### src/rtl/ex_stage.sv
// ex_stage: MIPS execute stage with operand forwarding, ALU decode and the EX/MEM register.
// Define EX_MDU_EN to build the iterative HI/LO multiply unit and its stall logic.
module ex_stage (
    input  logic        clk,
    input  logic        rst,
    input  logic        RegWritein,
    input  logic        MemWritein,
    input  logic        MemReadin,
    input  logic        ALUsrcin,
    input  logic [1:0]  RegDstin,
    input  logic [1:0]  ALUopin,
    input  logic [1:0]  MemtoRegin,
    input  logic [5:0]  funcin,
    input  logic [4:0]  inst2521in,
    input  logic [4:0]  inst2016in,
    input  logic [4:0]  inst1511in,
    input  logic [31:0] pcp4in,
    input  logic [31:0] rdata1in,
    input  logic [31:0] rdata2in,
    input  logic [31:0] signexin,
    input  logic        exmem_RegWrite,
    input  logic        memwb_RegWrite,
    input  logic [4:0]  exmem_rd,
    input  logic [4:0]  memwb_rd,
    input  logic [31:0] exmem_aluout,
    input  logic [31:0] memwb_wdata,
    input  logic        flush,
    output logic        RegWriteout,
    output logic        MemWriteout,
    output logic        MemReadout,
    output logic [1:0]  MemtoRegout,
    output logic [31:0] aluout,
    output logic [31:0] wdataout,
    output logic [31:0] pcp4out,
    output logic [4:0]  rdout,
    output logic        zero,
    output logic        stall
);
    localparam logic [5:0] FN_ADD   = 6'b100000;
    localparam logic [5:0] FN_SUB   = 6'b100010;
    localparam logic [5:0] FN_AND   = 6'b100100;
    localparam logic [5:0] FN_OR    = 6'b100101;
    localparam logic [5:0] FN_SLT   = 6'b101010;
    localparam logic [5:0] FN_MULT  = 6'b011000;
    localparam logic [5:0] FN_MULTU = 6'b011001;
    localparam logic [5:0] FN_MFHI  = 6'b010000;
    localparam logic [5:0] FN_MFLO  = 6'b010010;

    typedef enum logic [3:0] {
        OP_NOP, OP_ADD, OP_SUB, OP_AND, OP_OR, OP_SLT,
        OP_MULT, OP_MULTU, OP_MFHI, OP_MFLO
    } alu_op_e;

    alu_op_e     op;
    logic [31:0] fwd_a, fwd_b, alu_b, alu_res;
    logic [4:0]  rd_sel;
    logic        reg_write_d, bubble, stall_w;

    logic        reg_write_q, mem_write_q, mem_read_q, zero_q;
    logic [1:0]  mem_to_reg_q;
    logic [31:0] alu_q, wdata_q, pcp4_q;
    logic [4:0]  rd_q;

`ifdef EX_MDU_EN
    typedef enum logic {MDU_IDLE, MDU_BUSY} mdu_state_e;
    mdu_state_e  state_q;
    logic [4:0]  cnt_q;
    logic [63:0] acc_q, mcand_q, acc_d, prod;
    logic [31:0] mplier_q, hi_q, lo_q, a_mag, b_mag;
    logic        neg_q, is_signed, mdu_op, issue;
`endif

    // EX/MEM beats MEM/WB; r0 is never forwarded.
    always_comb begin
        fwd_a = rdata1in;
        if (exmem_RegWrite && exmem_rd != 5'd0 && exmem_rd == inst2521in)
            fwd_a = exmem_aluout;
        else if (memwb_RegWrite && memwb_rd != 5'd0 && memwb_rd == inst2521in)
            fwd_a = memwb_wdata;
    end

    always_comb begin
        fwd_b = rdata2in;
        if (exmem_RegWrite && exmem_rd != 5'd0 && exmem_rd == inst2016in)
            fwd_b = exmem_aluout;
        else if (memwb_RegWrite && memwb_rd != 5'd0 && memwb_rd == inst2016in)
            fwd_b = memwb_wdata;
    end

    assign alu_b = ALUsrcin ? signexin : fwd_b;

    always_comb begin
        op = OP_NOP;
        case (ALUopin)
            2'b00:   op = OP_ADD;
            2'b01:   op = OP_SUB;
            2'b11:   op = OP_SLT;
            default: begin
                case (funcin)
                    FN_ADD:   op = OP_ADD;
                    FN_SUB:   op = OP_SUB;
                    FN_AND:   op = OP_AND;
                    FN_OR:    op = OP_OR;
                    FN_SLT:   op = OP_SLT;
`ifdef EX_MDU_EN
                    FN_MULT:  op = OP_MULT;
                    FN_MULTU: op = OP_MULTU;
                    FN_MFHI:  op = OP_MFHI;
                    FN_MFLO:  op = OP_MFLO;
`endif
                    default:  op = OP_NOP;
                endcase
            end
        endcase
    end

    always_comb begin
        alu_res = 32'd0;
        case (op)
            OP_ADD:  alu_res = fwd_a + alu_b;
            OP_SUB:  alu_res = fwd_a - alu_b;
            OP_AND:  alu_res = fwd_a & alu_b;
            OP_OR:   alu_res = fwd_a | alu_b;
            OP_SLT:  alu_res = {31'd0, $signed(fwd_a) < $signed(alu_b)};
`ifdef EX_MDU_EN
            OP_MFHI: alu_res = hi_q;
            OP_MFLO: alu_res = lo_q;
`endif
            default: alu_res = 32'd0;
        endcase
    end

    always_comb begin
        case (RegDstin)
            2'b00:   rd_sel = inst2016in;
            2'b01:   rd_sel = inst1511in;
            2'b10:   rd_sel = 5'd31;
            default: rd_sel = 5'd0;
        endcase
    end

    // Multiplies write only HI/LO, never the register file.
    assign reg_write_d = RegWritein && !(op inside {OP_NOP, OP_MULT, OP_MULTU});

`ifdef EX_MDU_EN
    assign mdu_op    = op inside {OP_MULT, OP_MULTU, OP_MFHI, OP_MFLO};
    assign stall_w   = (state_q == MDU_BUSY) && mdu_op;
    assign is_signed = (op == OP_MULT);
    assign issue     = (state_q == MDU_IDLE) && (op inside {OP_MULT, OP_MULTU}) && !flush;
    assign a_mag     = (is_signed && fwd_a[31]) ? -fwd_a : fwd_a;
    assign b_mag     = (is_signed && fwd_b[31]) ? -fwd_b : fwd_b;
    assign acc_d     = acc_q + (mplier_q[0] ? mcand_q : 64'd0);
    assign prod      = neg_q ? -acc_d : acc_d;

    // Unsigned shift-add on magnitudes; sign is reapplied on the final step.
    always_ff @(posedge clk or negedge rst) begin
        if (!rst) begin
            state_q  <= MDU_IDLE;
            cnt_q    <= 5'd0;
            acc_q    <= 64'd0;
            mcand_q  <= 64'd0;
            mplier_q <= 32'd0;
            neg_q    <= 1'b0;
            hi_q     <= 32'd0;
            lo_q     <= 32'd0;
        end else begin
            case (state_q)
                MDU_IDLE: begin
                    if (issue) begin
                        state_q  <= MDU_BUSY;
                        cnt_q    <= 5'd0;
                        acc_q    <= 64'd0;
                        mcand_q  <= {32'd0, a_mag};
                        mplier_q <= b_mag;
                        neg_q    <= is_signed && (fwd_a[31] ^ fwd_b[31]);
                    end
                end
                MDU_BUSY: begin
                    acc_q    <= acc_d;
                    mcand_q  <= mcand_q << 1;
                    mplier_q <= mplier_q >> 1;
                    cnt_q    <= cnt_q + 5'd1;
                    if (cnt_q == 5'd31) begin
                        state_q      <= MDU_IDLE;
                        {hi_q, lo_q} <= prod;
                    end
                end
                default: state_q <= MDU_IDLE;
            endcase
        end
    end
`else
    assign stall_w = 1'b0;
`endif

    assign bubble = flush || stall_w;

    always_ff @(posedge clk or negedge rst) begin
        if (!rst) begin
            reg_write_q  <= 1'b0;
            mem_write_q  <= 1'b0;
            mem_read_q   <= 1'b0;
            mem_to_reg_q <= 2'd0;
            alu_q        <= 32'd0;
            wdata_q      <= 32'd0;
            pcp4_q       <= 32'd0;
            rd_q         <= 5'd0;
            zero_q       <= 1'b0;
        end else begin
            reg_write_q  <= !bubble && reg_write_d;
            mem_write_q  <= !bubble && MemWritein;
            mem_read_q   <= !bubble && MemReadin;
            mem_to_reg_q <= bubble ? 2'd0 : MemtoRegin;
            alu_q        <= alu_res;
            wdata_q      <= fwd_b;
            pcp4_q       <= pcp4in;
            rd_q         <= rd_sel;
            zero_q       <= (alu_res == 32'd0);
        end
    end

    assign RegWriteout = reg_write_q;
    assign MemWriteout = mem_write_q;
    assign MemReadout  = mem_read_q;
    assign MemtoRegout = mem_to_reg_q;
    assign aluout      = alu_q;
    assign wdataout    = wdata_q;
    assign pcp4out     = pcp4_q;
    assign rdout       = rd_q;
    assign zero        = zero_q;
    assign stall       = stall_w;

endmodule

### config.mk
export PLATFORM = sky130hd
export DESIGN_NAME = ex_stage
export DESIGN_NICKNAME = d
export VERILOG_FILES = /design/src/rtl/ex_stage.sv
export SDC_FILE = /design/constraint.sdc
export NUM_CORES = 1
export LEC_CHECK = 0
export CORE_AREA = 5 5 145 147
export CTS_BUF_LIST = sky130_fd_sc_hd__clkbuf_2
export DETAILED_ROUTE_END_ITERATION = 8
export DIE_AREA = 0 0 150 152
export GPL_ROUTABILITY_DRIVEN = 0
export PLACE_DENSITY = 0.88
export SLEW_MARGIN = 25
export SYNTH_ARGS = -nofsm -noshare
export SYNTH_HDL_FRONTEND = slang
export SYNTH_SLANG_ARGS = --single-unit
export TNS_END_PERCENT = 100
### constraint.sdc
create_clock -name clk -period 1.3 [get_ports clk]
set_input_delay 0.39 -clock clk [delete_from_list [all_inputs] [get_ports clk]]
set_output_delay 0.39 -clock clk [all_outputs]
set_load 0.03 [all_outputs]
==> summary by stage, run 1 <==
Placed design
Detailed placement ended at an HPWL of 39100 um. The port buffer count is 344.

Synthesis
The number of enable-type register cells in the synthesized netlist is 0. The portion of the post-synthesis area used by sequential elements is 26.7%. In the synthesized netlist the dominant register cell turns out to be dfrtp_1.

Sorting the synthesized cells by area gives the leading types as dfrtp_1 (27%), ha_1 (13%), mux2i_1 (6.8%). Counting distinct cell types in the post-synthesis netlist gives 81. Of all flip-flops after synthesis, the portion carrying an async set or reset was 100%. Counting every instance in the synthesized netlist gives 1216.

By count the netlist is led by nand2_1 (121), dfrtp_1 (107), o21ai_0 (103), ha_1 (101), inv_1 (101). The number of synthesized register bits is 107. The synthesized design devotes to its leading area cell type 26.7% of total area.

The mean instance size in the synthesized netlist is 8.26 um^2. During synthesis, Yosys emitted a total of 0 warnings. The most frequent cell after synthesis is nand2_1. The synthesized net count is 1557.

Summing every instance area after synthesis gives 0.0100 mm^2. The cell type with the largest total area after synthesis is dfrtp_1.

Outcome
It got as far as clock tree synthesis (4_1_cts) and failed there. The flow did not finish. The tool reported: "[ERROR DPL-0033] detailed placement checks failed during check placement".

Clock network
The post-cts resize count is 352. The master cell of the clock root buffer is clkbuf_2. The longest clock path from root to sink contains 2 buffers. The number of sinks on the clock net is 107. The buffers inserted during post-CTS setup optimization is 103. Buffers inserted during clock tree synthesis total 9. The maximum level of the CTS H-tree is 3.

The post-cts hold buffer count is 1.

Floorplanning
The die is 152 um tall. The I/O pin total is 346. The die is 150 um wide.

For this configuration, the core starts out at a cell density of 50.8%. The number of placement rows is 52.
[stage by stage]
| stage | worst slack, ps | instance area (um^2) | cells | TNS [ps] |
|---|---|---|---|---|
| after detailed placement | -4920 | 17100 | 2160 | -173100 |
| after global placement | -4620 | 17100 | 2160 | -162290 |
| after floorplan | -3970 | 10400 | 1216 | -100860 |
[kinds of logic after synthesis]
family	share of synthesized area, %
AOI/OAI and AO/OA	24.4
DFF	26.7
muxes	10.1
other	0.0373
xor gates and xnor gates	3.23
buffers and inverters	6.45
adders and majority gates	13.0
and+or+nand+nor	16.1
==> run 2: changes to the inputs <==
--- a/config.mk
+++ b/config.mk
@@ -5,12 +5,11 @@
 export SDC_FILE = /design/constraint.sdc
 export NUM_CORES = 1
 export LEC_CHECK = 0
-export CORE_AREA = 5 5 145 147
-export CTS_BUF_LIST = sky130_fd_sc_hd__clkbuf_2
+export CORE_AREA = 5 5 165 167
 export DETAILED_ROUTE_END_ITERATION = 8
-export DIE_AREA = 0 0 150 152
+export DIE_AREA = 0 0 170 172
 export GPL_ROUTABILITY_DRIVEN = 0
-export PLACE_DENSITY = 0.88
+export PLACE_DENSITY_LB_ADDON = 0.15
 export SLEW_MARGIN = 25
 export SYNTH_ARGS = -nofsm -noshare
 export SYNTH_HDL_FRONTEND = slang
==> run 2 against run 1 <==
  * The flow now finishes, with violations (DRC, setup timing)
  * Synthesized area did not move
  * Synthesized cell count unchanged
==> summary by stage, run 2 <==
Critical path
The signal on the critical path passes through buf_6 > or4_4 > o21ai_4 > buf_6 > nor4_4 > buf_12 > buf_8 > mux2i_1 > o21ai_2 > ha_4 > nand2b_4 > a2111o_1 > a31oi_4 > a31oi_2 > a221o_1 > a221o_1 > or4_1 > or4_4 > nor4_4 > nand4_1 > nor4_2. The worst setup path is captured at a register. The kind of launch point of the worst setup path is a primary input. For the worst setup path, the data arrival time is 5450 ps. The type of the worst setup path is in -> reg. The peak fanout along the critical path is 5.

STA puts the critical path data required time at 1590 ps. On the critical path, the stage with the largest delay is an instance of or4_4. The delay of the slowest critical-path stage is 540 ps.

STA
Based on the critical path, the design can be clocked at up to 0.194 GHz. For the pin with the worst max-slew slack, the measured transition is 790 ps. The worst max-slew margin expressed relative to the limit is 47.0%.

The final hold violation count is 0. The setup total negative slack is -115820 ps. The number of setup violations in the final report is 115. The share of the clock period used by the worst path after layout is 396%.

Setup repair after global routing could not meet its margin everywhere. The max-slew violation total from the final report was 0. The final critical delay including setup and external delays is 5150 ps. The setup slack after layout is -3850 ps.

Global routing
The number of global-route vias before repair is 13400. The first-pass GRT wire length is 71800 um. The initial antenna violation count is 2. The total overflow left after global routing is 0. The total global-route track usage is 30.8%. Entering global routing, the biggest net connects 28 pins.

Synthesis
The multiplexer area fraction after synthesis was 10.1% (unchanged). The synthesized-area fraction occupied by adder cells was 13.0% (unchanged). The count of unique library cells instantiated by Yosys is 81 (unchanged). The cell type with the largest total area after synthesis was dfrtp_1 (unchanged). The number of enable-type register cells in the synthesized netlist is 0 (unchanged). The synthesized net count is 1557 (unchanged). The share of flip-flops with an asynchronous set or reset is 100% (unchanged). The complex-gate fraction of the synthesized area is 24.4% (unchanged). The main combinational cell family by area after synthesis is compound AO/OA/AOI/OAI gates (unchanged).

The synthesis warning total is 0 (unchanged). The gate count of the mapped netlist is 1216 (unchanged). The primary flip-flop cell chosen by synthesis mapping is dfrtp_1 (unchanged). The share of synthesized cell area in and, or, nand and nor gates was 16.1% (unchanged).

The portion of the post-synthesis area used by sequential elements is 26.7% (unchanged). The mean instance size in the synthesized netlist was 8.26 um^2 (unchanged). Most common library cells after synthesis: nand2_1 (121), dfrtp_1 (107), o21ai_0 (103), ha_1 (101), inv_1 (101) (unchanged). The number of synthesized register bits came to 107 (unchanged). The area share of the largest cell type after synthesis is 26.7% (unchanged). The xor/xnor cell area share of the yosys netlist is 3.23% (unchanged). The most frequent cell after synthesis is nand2_1 (unchanged). The mapped cell area is 0.0100 mm^2 (unchanged). Synth area leaders: dfrtp_1 (27%), ha_1 (13%), mux2i_1 (6.8%) (unchanged).

Routing
The routed wire length is 50700 um. The total number of vias is 13500. The length of the first detailed-routing pass in iterations is 9. The average routed wire per standard cell is 21.6 um.

The remaining antenna violation count is 0. The number of remaining DRC errors is 3. The count of routing violations after the opening detailed-route iteration is 1366. The post-detailed-route via-to-cell ratio is 5.72.

Clock network
The CTS buffer count is 9 (unchanged). The buffer depth of the longest clock path came to 2 (unchanged). After clock tree synthesis, the clock-pin slew on the worst setup and hold paths is 100 ps. The clock tree from TritonCTS is done. The number of sinks on the clock net is 107 (unchanged).

The master cell of the clock root buffer is clkbuf_16 (was clkbuf_2). The maximum level of the CTS H-tree is 3 (unchanged).

Min path
The min-delay analysis places its worst path in the category in -> reg. Counting instances, the worst hold path has a depth of 1. In this run the most critical hold path is launched from pcp4in[9]. For hold timing, the worst endpoint is pcp4out[9].

Power
The share of total power in the clock network is 16.1%. The analysis attributes to net switching a power of 7.52 mW. The analysis attributes to cell leakage a power of 9.16 nW.

The cell-internal power is 11.2 mW. The power per cell area is 917 mW/mm^2. The portion of total power attributed to combinational logic is 62.5%.

The worst-case IR drop observed on VDD is 642 uV. The net switching fraction of the power is 40.1%. Of the total power, registers draw 21.4%.

Floorplanning
The core box area is 0.0256 mm^2. The y dimension of the die came to 172 um (was 152 um). The die covers 0.0292 mm^2. The width of the chip is 170 um (was 150 um). The I/O pin total is 346 (unchanged). The initial core utilization is 39.2% (was 50.8%). The number of placement rows is 59 (was 52).

Outcome
The checks that failed: DRC, setup timing. Result of the run: complete, but fails checks (was aborted with a tool error).

Cells and area
The library cell used most frequently in the layout, excluding fill and tap cells, is buf_4. The area growth from synthesis to layout is 104%. Measured on the finished design, the core utilization comes to 79.9%.

In the final layout, the share of cells above drive strength 1 is 45.8%. The filler cell count is 1558. In the layout the commonest cells are buf_4 (423), clkdlybuf4s50_1 (208), buf_6 (127). The net count of the finished layout is 2352.

Placed design
The post-detailed-placement half-perimeter wirelength was 35400 um (was 39100 um). The port buffer count is 344 (unchanged).

Job
The total of max-cap violations is 0.
[run 2: power by group through the flow]
stage	combinational, mW	clock [mW]	sequential, mW
after global routing	12.3	3.15	4.05
after floorplan	3.39	0	4.67
final	11.7	3.02	4.02
after CTS	10.7	3.04	4.02
after detailed placement	9.30	0	4.06
after global placement	9.19	0	4.06
[run 2: cell type report]
type                    count  area, um^2  area share (%)
diodes                      2        5.00          0.0245
clock buffers              10         239            1.17
clock inverters             6        67.6           0.330
inverters                 102         395            1.93
multi-input cells         940        8410            41.1
flip-flops and latches    107        2680            13.1
well taps                 335         419            2.05
repair buffers            851        8250            40.3
[run 2: timing repair]
action                                  CTS  global route
pin swaps                               118            95
buffers inserted                         77            49
endpoints found under the setup margin  147           169
hold endpoints to repair                 16             0
cloned                                    1             1
hold buffers                              1             0
gates resized for setup                 365           140
[run 2: per-layer routing]
metal | vias to the layer above | track usage, % | part of all wire, %
met4 | 0 | 13.4 | 6.0
met2 | 910 | 53.3 | 47
li1 | 5956 | - | -
met1 | 6321 | 37.2 | 37
met5 | - | 0 | 0
met3 | 281 | 6.42 | 9.6
[run 2: cells by family (layout without fill, tap and decap cells)]
kind of cell             Yosys count  in the layout
AO/OA/AOI/OAI                    363            363
AND/OR/NAND/NOR                  338            338
buffers and inverters            169            969
flip-flops                       107            107
adder cells (fa/ha/maj)          103            103
multiplexers                      98             98
XOR/XNOR                          37             37
other                              1              3
[run 2: worst max path at each step]
stage                start    to  slack [ps]  cells past startpoint
5_1_grt        memwb_rd[4]  zero       -4010                     22
3_3_place_gp   memwb_rd[4]  zero       -4700                     22
4_1_cts        memwb_rd[4]  zero       -3790                     22
3_5_place_dp   memwb_rd[4]  zero       -4830                     22
6_report       memwb_rd[4]  zero       -3850                     21
2_1_floorplan  memwb_rd[4]  zero       -3970                     21
[run 2: per-stage QoR]
step	total power, mW	cells	area (um^2)	hold slack, ps	setup WS [ps]
floorplan	8.05	1216	10400	94.4	-3970
global placement	13.2	2221	17300	321	-4700
detailed placement	13.4	2221	17300	321	-4830
CTS	17.7	2310	19600	444	-3790
global route	19.5	2353	20500	444	-4010
finish	18.8	2353	20500	450	-3850
[run 2: critical path, delay by kind of cell]
family	cells	cell delay, ps
adder cells (fa/ha/maj)	1	260
AND/OR/NAND/NOR	8	2130
buffers and inverters	4	500
AO/OA/AOI/OAI	7	2020
multiplexers	1	130
(Power assumes the default switching activity.)
==> run 3: changes to the inputs <==
==> constraint.sdc (replaced) <==
create_clock -name clk -period 4.7 [get_ports clk]
set_input_delay 1.41 -clock clk [delete_from_list [all_inputs] [get_ports clk]]
set_output_delay 1.41 -clock clk [all_outputs]
set_load 0.03 [all_outputs]
==> run 3 against run 2 <==
  * Die area unchanged
  * Flip-flop and latch count unchanged
  * Global-route usage decreased by 0.76 points
  * Sequential power decreased by 74%
  * The run ends with setup timing left
==> summary by stage, run 3 (synthesized netlist as in run 2, its figures left out) <==
Floorplanning
The initial core utilization is 39.2% (unchanged). The area of the die came to 0.0292 mm^2 (unchanged). The I/O pin total is 346 (unchanged). The y dimension of the die was 172 um (unchanged). The core box area was 0.0256 mm^2 (unchanged). The width of the chip is 170 um (unchanged). The number of placement rows is 59 (unchanged).

Critical path
The kind of end point of the critical path is a register (unchanged). Critical path cell sequence: buf_6 > or4_4 > o21ai_4 > nor4_4 > buf_6 > mux2i_1 > o21ai_1 > mux2_4 > ha_4 > fa_2 > buf_6 > a21oi_4 > nand4b_1 > a21oi_1 > a211o_1 > a221o_1 > a221o_1 > or4_4 > or4_4 > nor4_4 > nand4_1 > nor4_2 (was buf_6 > or4_4 > o21ai_4 > buf_6 > nor4_4 > buf_12 > buf_8 > mux2i_1 > o21ai_2 > ha_4 > nand2b_4 > a2111o_1 > a31oi_4 > a31oi_2 > a221o_1 > a221o_1 > or4_1 > or4_4 > nor4_4 > nand4_1 > nor4_2). The worst path arrival time is 6590 ps (was 5450 ps). The type of the worst setup path is in -> reg (unchanged). The kind of launch point of the worst setup path is a primary input (unchanged).

The delay of the slowest critical-path stage is 530 ps (was 540 ps). The critical path required time was 4990 ps (was 1590 ps). The slowest cell on the critical path was or4_4 (unchanged). The peak fanout along the critical path is 4 (was 5).

Placed design
The post-detailed-placement half-perimeter wirelength was 35100 um (was 35400 um). The worst slack after detailed placement is -2770 ps (was -4830 ps). The port buffer count came to 344 (unchanged). The area after detailed placement is 0.0167 mm^2 (was 0.0173 mm^2).

Clock network
The number of sinks on the clock net is 107 (unchanged). The maximum level of the CTS H-tree is 3 (unchanged). The master cell of the clock root buffer is clkbuf_16 (unchanged). The CTS buffer count came to 9 (unchanged). The buffer depth of the longest clock path is 2 (unchanged). The clock tree from TritonCTS is done (unchanged).

The CTS clock-pin slew for the worst setup and hold paths is 90 ps (was 100 ps).

STA
The setup slack after layout was -1600 ps (was -3850 ps). Setup repair after global routing missed its margin: true (unchanged). The transition time at the pin with the least slew margin is 824 ps (was 790 ps).

The worst path uses 134% of the clock period. The worst slack on hold paths is 1000 ps (was 450 ps). The smallest clock period supported by the final layout is computed as 6300 ps. The final hold violation count is 0 (unchanged). The number of setup violations in the final report is 28 (was 115).

The worst max-slew margin expressed relative to the limit is 44.7% (was 47.0%). The highest clock frequency the design can meet is 0.159 GHz. The max-slew violation total from the final report is 0 (unchanged).

Cells and area
The most common cell after layout, fill and taps aside is buf_4 (unchanged). The area used by multi-input combinational logic is 0.00838 mm^2 (was 0.00841 mm^2). The final standard cell utilization of the core was 75.8% (was 79.9%). The fraction of final layout cells with drive strength greater than 1 was 38.5% (was 45.8%). The post-synthesis to final-layout area growth was 93.3% (was 104%).

The number of diodes is 0 (was 2). The net count of the finished layout was 2324 (was 2352). The filler cell count came to 1736 (was 1558). The final design area excluding fillers is 0.0194 mm^2 (was 0.0205 mm^2). Most frequent cells in the layout: buf_4 (422), clkdlybuf4s50_1 (321), nand2_1 (116) (was buf_4 (423), clkdlybuf4s50_1 (208), buf_6 (127)). The area used by sequential logic in the layout is 0.00268 mm^2 (about the same).

Routing
The average routed wire per standard cell is 20.4 um (was 21.6 um). The count of routing violations after the opening detailed-route iteration is 1266 (was 1366). The post-detailed-route via-to-cell ratio is 5.59 (was 5.72).

The total number of vias came to 13000 (was 13500). The remaining antenna violation count is 0 (unchanged). The number of remaining DRC errors came to 0 (was 3). The routed wire length came to 47300 um (was 50700 um). The length of the first detailed-routing pass in iterations is 6 (was 9).

Power
The total leakage power is 8.50 nW (was 9.16 nW). The worst IR drop on VDD came to 183 uV (was 642 uV). The power per cell area is 251 mW/mm^2 (was 917 mW/mm^2).

Outcome
Violated checks: setup timing (was DRC, setup timing). Result of the run: complete, but fails checks (unchanged).

Global routing
The global route total overflow is 0 (unchanged). The first-pass GRT wire length is 70400 um (was 71800 um). The initial antenna violation count is 0 (was 2). The number of global-route vias before repair is 13100 (was 13400). The total global-route track usage is 30.1% (was 30.8%). The largest net degree at the start of global routing is 73 (was 28).

Min path
The type of the tightest min-delay check is in -> async (was in -> reg).

Job
The total of max-cap violations is 0 (unchanged).
[run 3: what timing repair did]
| item | in CTS | in global routing |
|---|---|---|
| setup buffers | 86 | 37 |
| resized for setup | 256 | 171 |
| setup endpoints to repair | 32 | 32 |
| hold buffers | 0 | 0 |
| pin swaps | 80 | 102 |
[run 3: layout make-up]
class,instances,share of cell area (%)
clock buffers,10,1.18
multi-input cells,940,43.2
clock inverters,6,0.290
inverters,102,1.97
repair buffers,823,37.4
flip-flops and latches,107,13.8
well taps,335,2.16
[run 3: routing by layer]
layer / GRT usage, % / routed length [um] / vias up
met3: 4.25 / 4040 / 159
met5: 0 / 0 / -
met2: 53.1 / 22900 / 769
met1: 37.6 / 18400 / 6143
met4: 10.7 / 2010 / 0
li1: - / - / 5916
[run 3: worst max path at each step]
stage | start | endpoint | slack [ps] | cells after the start
2_1_floorplan | memwb_rd[4] | zero | -1590 | 21
3_3_place_gp | memwb_rd[0] | zero | -2590 | 21
3_5_place_dp | memwb_rd[0] | zero | -2770 | 21
4_1_cts | memwb_rd[1] | zero | -1450 | 22
5_1_grt | memwb_rd[4] | zero | -1780 | 22
6_report | memwb_rd[1] | zero | -1600 | 22
[run 3: where the power goes]
group / switching [mW] / leakage [nW] / internal (mW) / total [mW]
combinational: 1.50 / 7.08 / 1.50 / 3.00
clock: 0.439 / 0.138 / 0.375 / 0.814
sequential: 0.0365 / 1.28 / 1.02 / 1.06
[run 3: worst max-delay path: cells and delay by family]
| kind | cells | cell delay [ps] |
|---|---|---|
| AO/OA/AOI/OAI | 7 | 1500 |
| buffers and inverters | 3 | 380 |
| AND/OR/NAND/NOR | 8 | 2250 |
| multiplexers | 2 | 480 |
| adder cells (fa/ha/maj) | 2 | 580 |
[run 3: metrics by stage]
| stage | total power, mW | cells | setup TNS [ps] |
|---|---|---|---|
| after detailed placement | 3.49 | 2210 | -53610 |
| after CTS | 4.61 | 2308 | -16920 |
| final | 4.87 | 2323 | -17340 |
| after global routing | 5.08 | 2323 | -20880 |
| after floorplan | 2.21 | 1216 | -10640 |
| after global placement | 3.46 | 2210 | -50200 |
==> run 4: changes to the inputs <==
--- a/config.mk
+++ b/config.mk
@@ -5,11 +5,13 @@
 export SDC_FILE = /design/constraint.sdc
 export NUM_CORES = 1
 export LEC_CHECK = 0
+export ABC_CLOCK_PERIOD_IN_PS = 4700
 export CORE_AREA = 5 5 165 167
 export DETAILED_ROUTE_END_ITERATION = 8
 export DIE_AREA = 0 0 170 172
 export GPL_ROUTABILITY_DRIVEN = 0
 export PLACE_DENSITY_LB_ADDON = 0.15
+export SETUP_SLACK_MARGIN = 0.05
 export SLEW_MARGIN = 25
 export SYNTH_ARGS = -nofsm -noshare
 export SYNTH_HDL_FRONTEND = slang
==> run 4 against run 3 <==
  * Final cell count rose by 0.60%
  * Sequential power is essentially flat
  * Critical path type unchanged
  * First-iteration DRC count rose by 12%
  * Hold slack gained 100 ps
  * Die area did not move
  * Non-clock buffer count rose by 12
  * The flow still finishes with violations (setup timing)
  * Flip-flop and latch count did not move
==> summary by stage, run 4 (synthesized netlist as in run 2, its figures left out) <==
STA
The worst max-slew margin expressed relative to the limit came to 47.6% (was 44.7%). The share of the clock period used by the worst path after layout is 135% (was 134%). The transition time at the pin with the least slew margin is 781 ps (was 824 ps). The highest clock frequency the design can meet was 0.157 GHz (was 0.159 GHz). The final critical delay including setup and external delays came to 6370 ps (was 6300 ps). The setup slack after layout is -1670 ps (was -1600 ps). The final hold violation count was 0 (unchanged). Setup repair after global routing missed its margin: true (unchanged). The number of setup violations in the final report is 28 (unchanged). The max-slew violation total from the final report was 0 (unchanged).

Clock network
The master cell of the clock root buffer is clkbuf_16 (unchanged). The number of sinks on the clock net is 107 (unchanged). The CTS buffer count is 9 (unchanged). The buffer depth of the longest clock path was 2 (unchanged).

The CTS clock-pin slew for the worst setup and hold paths was 90 ps (about the same). The maximum level of the CTS H-tree is 3 (unchanged). The clock tree from TritonCTS is done (unchanged).

Cells and area
The area used by multi-input combinational logic came to 0.00852 mm^2 (was 0.00838 mm^2). The final design area excluding fillers is 0.0199 mm^2 (was 0.0194 mm^2). The net count of the finished layout is 2336 (was 2324).

The fraction of final layout cells with drive strength greater than 1 is 39.6% (was 38.5%). Most frequent cells in the layout: buf_4 (398), clkdlybuf4s50_1 (322), nand2_1 (113) (was buf_4 (422), clkdlybuf4s50_1 (321), nand2_1 (116)). The number of cells in the finished layout apart from fillers is 2337 (was 2323).

The most common cell after layout, fill and taps aside is buf_4 (unchanged). The post-synthesis to final-layout area growth came to 98.2% (was 93.3%). The area used by sequential logic in the layout is 0.00268 mm^2 (unchanged).

The filler cell count came to 1648 (was 1736). The final standard cell utilization of the core is 77.7% (was 75.8%).

Floorplanning
The number of placement rows is 59 (unchanged). The y dimension of the die is 172 um (unchanged). The area of the die is 0.0292 mm^2 (unchanged). The I/O pin total is 346 (unchanged). The initial core utilization is 39.2% (unchanged). The width of the chip is 170 um (unchanged). The core box area was 0.0256 mm^2 (unchanged).

Global routing
The largest net degree at the start of global routing came to 57 (was 73). The global route total overflow is 0 (unchanged). The first-pass GRT wire length is 71500 um (was 70400 um).

The number of global-route vias before repair is 13200 (was 13100). The initial antenna violation count is 2 (was 0). The total global-route track usage is 30.8% (was 30.1%).

Placed design
The post-detailed-placement half-perimeter wirelength was 35200 um (was 35100 um). The area after detailed placement is 0.0168 mm^2 (was 0.0167 mm^2). The cell count after placement was 2206 (was 2210). The port buffer count is 344 (unchanged).

Critical path
The critical path required time is 4980 ps (was 4990 ps). The peak fanout along the critical path is 7 (was 4). The kind of launch point of the worst setup path is a primary input (unchanged). The type of the worst setup path was in -> reg (unchanged). The worst path arrival time is 6650 ps (was 6590 ps).

Critical path cell sequence: buf_6 > or4_4 > o21ai_4 > nor4_4 > buf_12 > mux2i_1 > o21ai_1 > mux2i_2 > buf_4 > fa_2 > nand2b_4 > a2111o_1 > nand2_1 > a21oi_2 > a221oi_2 > o221ai_4 > or4_1 > or4_4 > nor4_4 > nand4_1 > nor4_2 (was buf_6 > or4_4 > o21ai_4 > nor4_4 > buf_6 > mux2i_1 > o21ai_1 > mux2_4 > ha_4 > fa_2 > buf_6 > a21oi_4 > nand4b_1 > a21oi_1 > a211o_1 > a221o_1 > a221o_1 > or4_4 > or4_4 > nor4_4 > nand4_1 > nor4_2). The delay of the slowest critical-path stage is 550 ps (was 530 ps). The slowest cell on the critical path is or4_1 (was or4_4). The kind of end point of the critical path is a register (unchanged).

Power
The net load switching power is 2.04 mW (was 1.98 mW). The portion of total power attributed to combinational logic was 63.0% (was 61.5%). The fraction of power consumed by sequential logic is 21.1% (was 21.8%).

The total leakage power was 8.67 nW (was 8.50 nW). The worst IR drop on VDD was 177 uV (was 183 uV). The power per cell area is 252 mW/mm^2 (was 251 mW/mm^2).

The cell-internal power is 2.98 mW (was 2.89 mW). The net switching fraction of the power was 40.7% (was 40.6%). The share of total power in the clock network is 15.9% (was 16.7%).

Routing
The length of the first detailed-routing pass in iterations came to 6 (unchanged). The total number of vias is 13300 (was 13000). The remaining antenna violation count was 0 (unchanged). The post-detailed-route via-to-cell ratio is 5.68 (was 5.59). The count of routing violations after the opening detailed-route iteration is 1419 (was 1266). The average routed wire per standard cell is 21.4 um (was 20.4 um). The number of remaining DRC errors is 0 (unchanged).

The routed wire length was 50000 um (was 47300 um).

Min path
The type of the tightest min-delay check is in -> async (unchanged).

Outcome
Violated checks: setup timing (unchanged). Result of the run: complete, but fails checks (unchanged).

Job
The total of max-cap violations is 0 (unchanged).
==> run 4: cell count changes in the layout (fill, tap and decap cells not counted), moves of 7 or more <==
| cell | previous run | this run |
|---|---|---|
| buf_4 | 422 | 398 |
| buf_6 | 51 | 79 |
| a21oi_2 | 15 | 23 |
| o21ai_1 | 29 | 40 |
| mux2_2 | 18 | 11 |
| o21ai_2 | 23 | 12 |
| a21oi_1 | 53 | 46 |
| mux2_4 | 12 | 19 |
| buf_12 | 7 | 14 |
==> run 4: worst paths after layout <==
check / startpoint / to / slack (ps) / depth (start not counted)
min in group clk: pcp4in[5] / pcp4out[5] / 1470 / 1
max in group asynchronous: rst / wdataout[29] / 2820 / 2
hold / removal: rst / pcp4out[16] / 1100 / 1
setup / recovery: memwb_rd[4] / zero / -1670 / 21
==> run 4: what timing repair did <==
action                                  in CTS  in global routing
pin swaps                                   95                129
setup buffers                               96                 53
hold buffers                                 0                  0
endpoints found under the setup margin      31                 32
resized for setup                          305                189
gates cloned                                 3                  0
==> run 4: stage by stage <==
step / TNS (ps) / hold WS, ps / worst slack (ps) / power, mW
2_1_floorplan: -10640 / 1110 / -1590 / 2.21
3_3_place_gp: -44200 / 1510 / -2360 / 3.46
3_5_place_dp: -47210 / 1520 / -2520 / 3.50
4_1_cts: -16040 / 1120 / -1370 / 4.67
5_1_grt: -21640 / 1150 / -1830 / 5.22
6_report: -18590 / 1100 / -1670 / 5.02
==> run 4: power groups by stage <==
stage,Sequential [mW],Combinational (mW),Clock (mW)
global placement,1.08,2.39,0
CTS,1.06,2.80,0.806
global route,1.07,3.31,0.840
floorplan,1.29,0.918,0
finish,1.06,3.17,0.797
detailed placement,1.08,2.42,0
==> run 4: final cells by class <==
cell class | count | area share, %
multi-input combinational | 940 | 42.8
timing repair buffer | 835 | 38.2
sequential | 107 | 13.5
tap | 335 | 2.11
inverter | 102 | 1.94
clock buffer | 10 | 1.15
clock inverter | 6 | 0.295
antenna | 2 | 0.0251
==> run 4: critical path: cells and delay by family <==
| kind | cells | cell delay [ps] |
|---|---|---|
| multiplexers | 2 | 510 |
| AND/OR/NAND/NOR | 9 | 2360 |
| adder cells (fa/ha/maj) | 1 | 230 |
| buffers and inverters | 3 | 440 |
| AO/OA/AOI/OAI | 6 | 1660 |
==> run 4: per-layer routing <==
layer	wire length [um]	up-vias	part of all wire, %	track usage [%]
li1	-	5936	-	-
met1	19000	6257	38	37.2
met2	24000	837	48	54.6
met3	3970	253	7.9	4.98
met4	3120	0	6.2	12.8
met5	0	-	0	0
==> variant: new RTL, config.mk and constraints of run 3 <==
Take the reset off `wdata_q` and `rd_q` and load them in a clocked block of their own.
--- a/src/rtl/ex_stage.sv
+++ b/src/rtl/ex_stage.sv
@@ -204,5 +204,3 @@
             alu_q        <= 32'd0;
-            wdata_q      <= 32'd0;
             pcp4_q       <= 32'd0;
-            rd_q         <= 5'd0;
             zero_q       <= 1'b0;
@@ -214,7 +212,10 @@
             alu_q        <= alu_res;
-            wdata_q      <= fwd_b;
             pcp4_q       <= pcp4in;
-            rd_q         <= rd_sel;
             zero_q       <= (alu_res == 32'd0);
         end
+    end
+
+    always_ff @(posedge clk) begin
+        wdata_q <= fwd_b;
+        rd_q    <= rd_sel;
     end
Check against the original RTL: not equivalent (Yosys sat finds a counterexample within 4 cycles, from zero or initial values and one cycle with rst low).
==> variant against run 3 <==
  * The run still ends with setup timing left
  * Via count decreased by 1.2%
  * Sequential cell count unchanged
  * Critical path depth did not move
  * Worst setup slack better by 0.012 ns
  * Wire length is 2.4% lower
  * Synthesized area down 1.8%
  * Count of clock-buffer cells in the layout fell by 1
  * Total power is 0.89% higher
  * Cell area is 1.5% lower
  * Cell count decreased by 0.52%
==> variant: results (changes against run 3) <==
| Metric | Value |
|---|---|
| Status | finished with violations |
| Crit Path Max Fanout | 6 (+2) |
| Max rail drop VDD | 0.000179 V (-2.2%) |
| Met3 Routed Length | 4.27 mm (+5.9%) |
| Synth cell types | 82 (+1.2%) |
| Post-Place Cells | 2211 (+0.045%) |
| Met3 usage | 0.0569 (+0.0144) |
| Top post-synthesis cells by area | dfrtp_1 18%, ha_1 13%, dfxtp_1 7.5%, mux2i_1 6.9%, o21ai_0 5.2% |
| Gr usage total | 0.289 (-0.0118) |
| Met1 wire length | 17.8 mm (-3.0%) |
| 1st-iter DRT viols | 1041 (-18%) |
| Routed WL | 46.1 mm (-2.4%) |
| Post-synthesis xor/xnor area fraction | 0.0329 (+0.000606) |
| Final Hold Slack | 1.04 ns (+0.0400 ns) |
| Met2 WL post-DR | 21.6 mm (-5.4%) |
| Synth Area per Inst | 8.11 sq um (-1.8%) |
| Compound-Gate Fraction of Synth Area | 0.248 (+0.00458) |
| Post-CTS Resized | 242 (-5.5%) |
| Placed Area | 16600 sq um (-0.96%) |
| Worst rel slew slack | 0.477 (+0.0296) |
| Combinational power share | 0.608 (-0.007) |
| Failing checks | setup timing |
| Switching portion of total power | 0.402 (-0.00468) |
| Met1 usage | 0.347 (-0.0286) |
| Seq/Total Area, Yosys | 0.253 (-0.0138) |
| Reg power frac | 0.214 (-0.004) |
| Fill count | 1792 (+3.2%) |
| Post-synthesis mux area share | 0.103 (+0.00191) |
| Leakage power | 0.00832 uW (-2.1%) |
| ANT cells | 0 (unchanged) |
| Adder-cell share of the synthesized area | 0.132 (+0.00244) |
| First-pass GRT wire length | 68.0 mm (-3.4%) |
| Fraction of registers with async set/reset | 0.654 (-0.346) |
| DR top layer | met4 |
| Synth cell count leaders | 121 x nand2_1, 103 x o21ai_0, 101 x ha_1, 101 x inv_1, 84 x nor2_1 |
| Fin cells | 2311 (-0.52%) |
| Largest net degree at the start of global routing | 71 (-2.7%) |
| Min setup slack post-route | -1.59 ns (+0.0121 ns) |
| Arrival @ worst endpoint | 6.56 ns (-0.03 ns) |
| Setup WS pre-CTS | -2.49 ns (+0.279 ns) |
| Setup violations, final | 28 (unchanged) |
| Postcts setup bufs | 62 (-28%) |
==> variant: cell count changes in the layout (fill, tap and decap cells not counted), sizes merged, moves of 2 or more <==
cell,change
clkdlybuf4s15,+2
dfrtp,-37
clkbuf,-2
clkdlybuf4s50,+2
buf,-17
dfxtp,+37
dlygate4sd2,+3
==> variant: cell families (layout without fill, tap and decap cells) <==
| logic type | count (synthesis) | count (layout) |
|---|---|---|
| AO/OA/AOI/OAI | 363 | 363 |
| AND/OR/NAND/NOR | 338 | 338 |
| buffers and inverters | 169 | 929 |
| flip-flops | 107 | 107 |
| adder cells (fa/ha/maj) | 103 | 103 |
| multiplexers | 98 | 98 |
| XOR/XNOR | 37 | 37 |
| other | 1 | 1 |
==> variant: through the flow <==
stage                     total power, uW  TNS, ns
final                                4920   -21.32
after floorplan                      2210   -10.57
after global routing                 5130   -24.13
after CTS                            4670   -18.45
after detailed placement             3480   -46.83
after global placement               3450   -42.94
==> variant: how the worst max path moves through the flow <==
| stage | from | endpoint | slack (ns) | depth (start not counted) |
|---|---|---|---|---|
| finish | memwb_rd[4] | zero | -1.59 | 22 |
| global route | memwb_rd[4] | zero | -1.73 | 22 |
| CTS | memwb_rd[4] | zero | -1.57 | 23 |
| detailed placement | memwb_rd[0] | zero | -2.49 | 20 |
| global placement | memwb_rd[4] | zero | -2.27 | 20 |
| floorplan | memwb_rd[4] | zero | -1.59 | 21 |
==> variant: final cells by class <==
type / count / area (sq um) / area share
clock buffer: 9 / 225 / 0.0118
tap: 335 / 419 / 0.0219
inverter: 102 / 383 / 0.0200
sequential: 107 / 2490 / 0.130
timing repair buffer: 811 / 7250 / 0.379
clock inverter: 7 / 92.6 / 0.00484
multi-input combinational: 940 / 8250 / 0.432
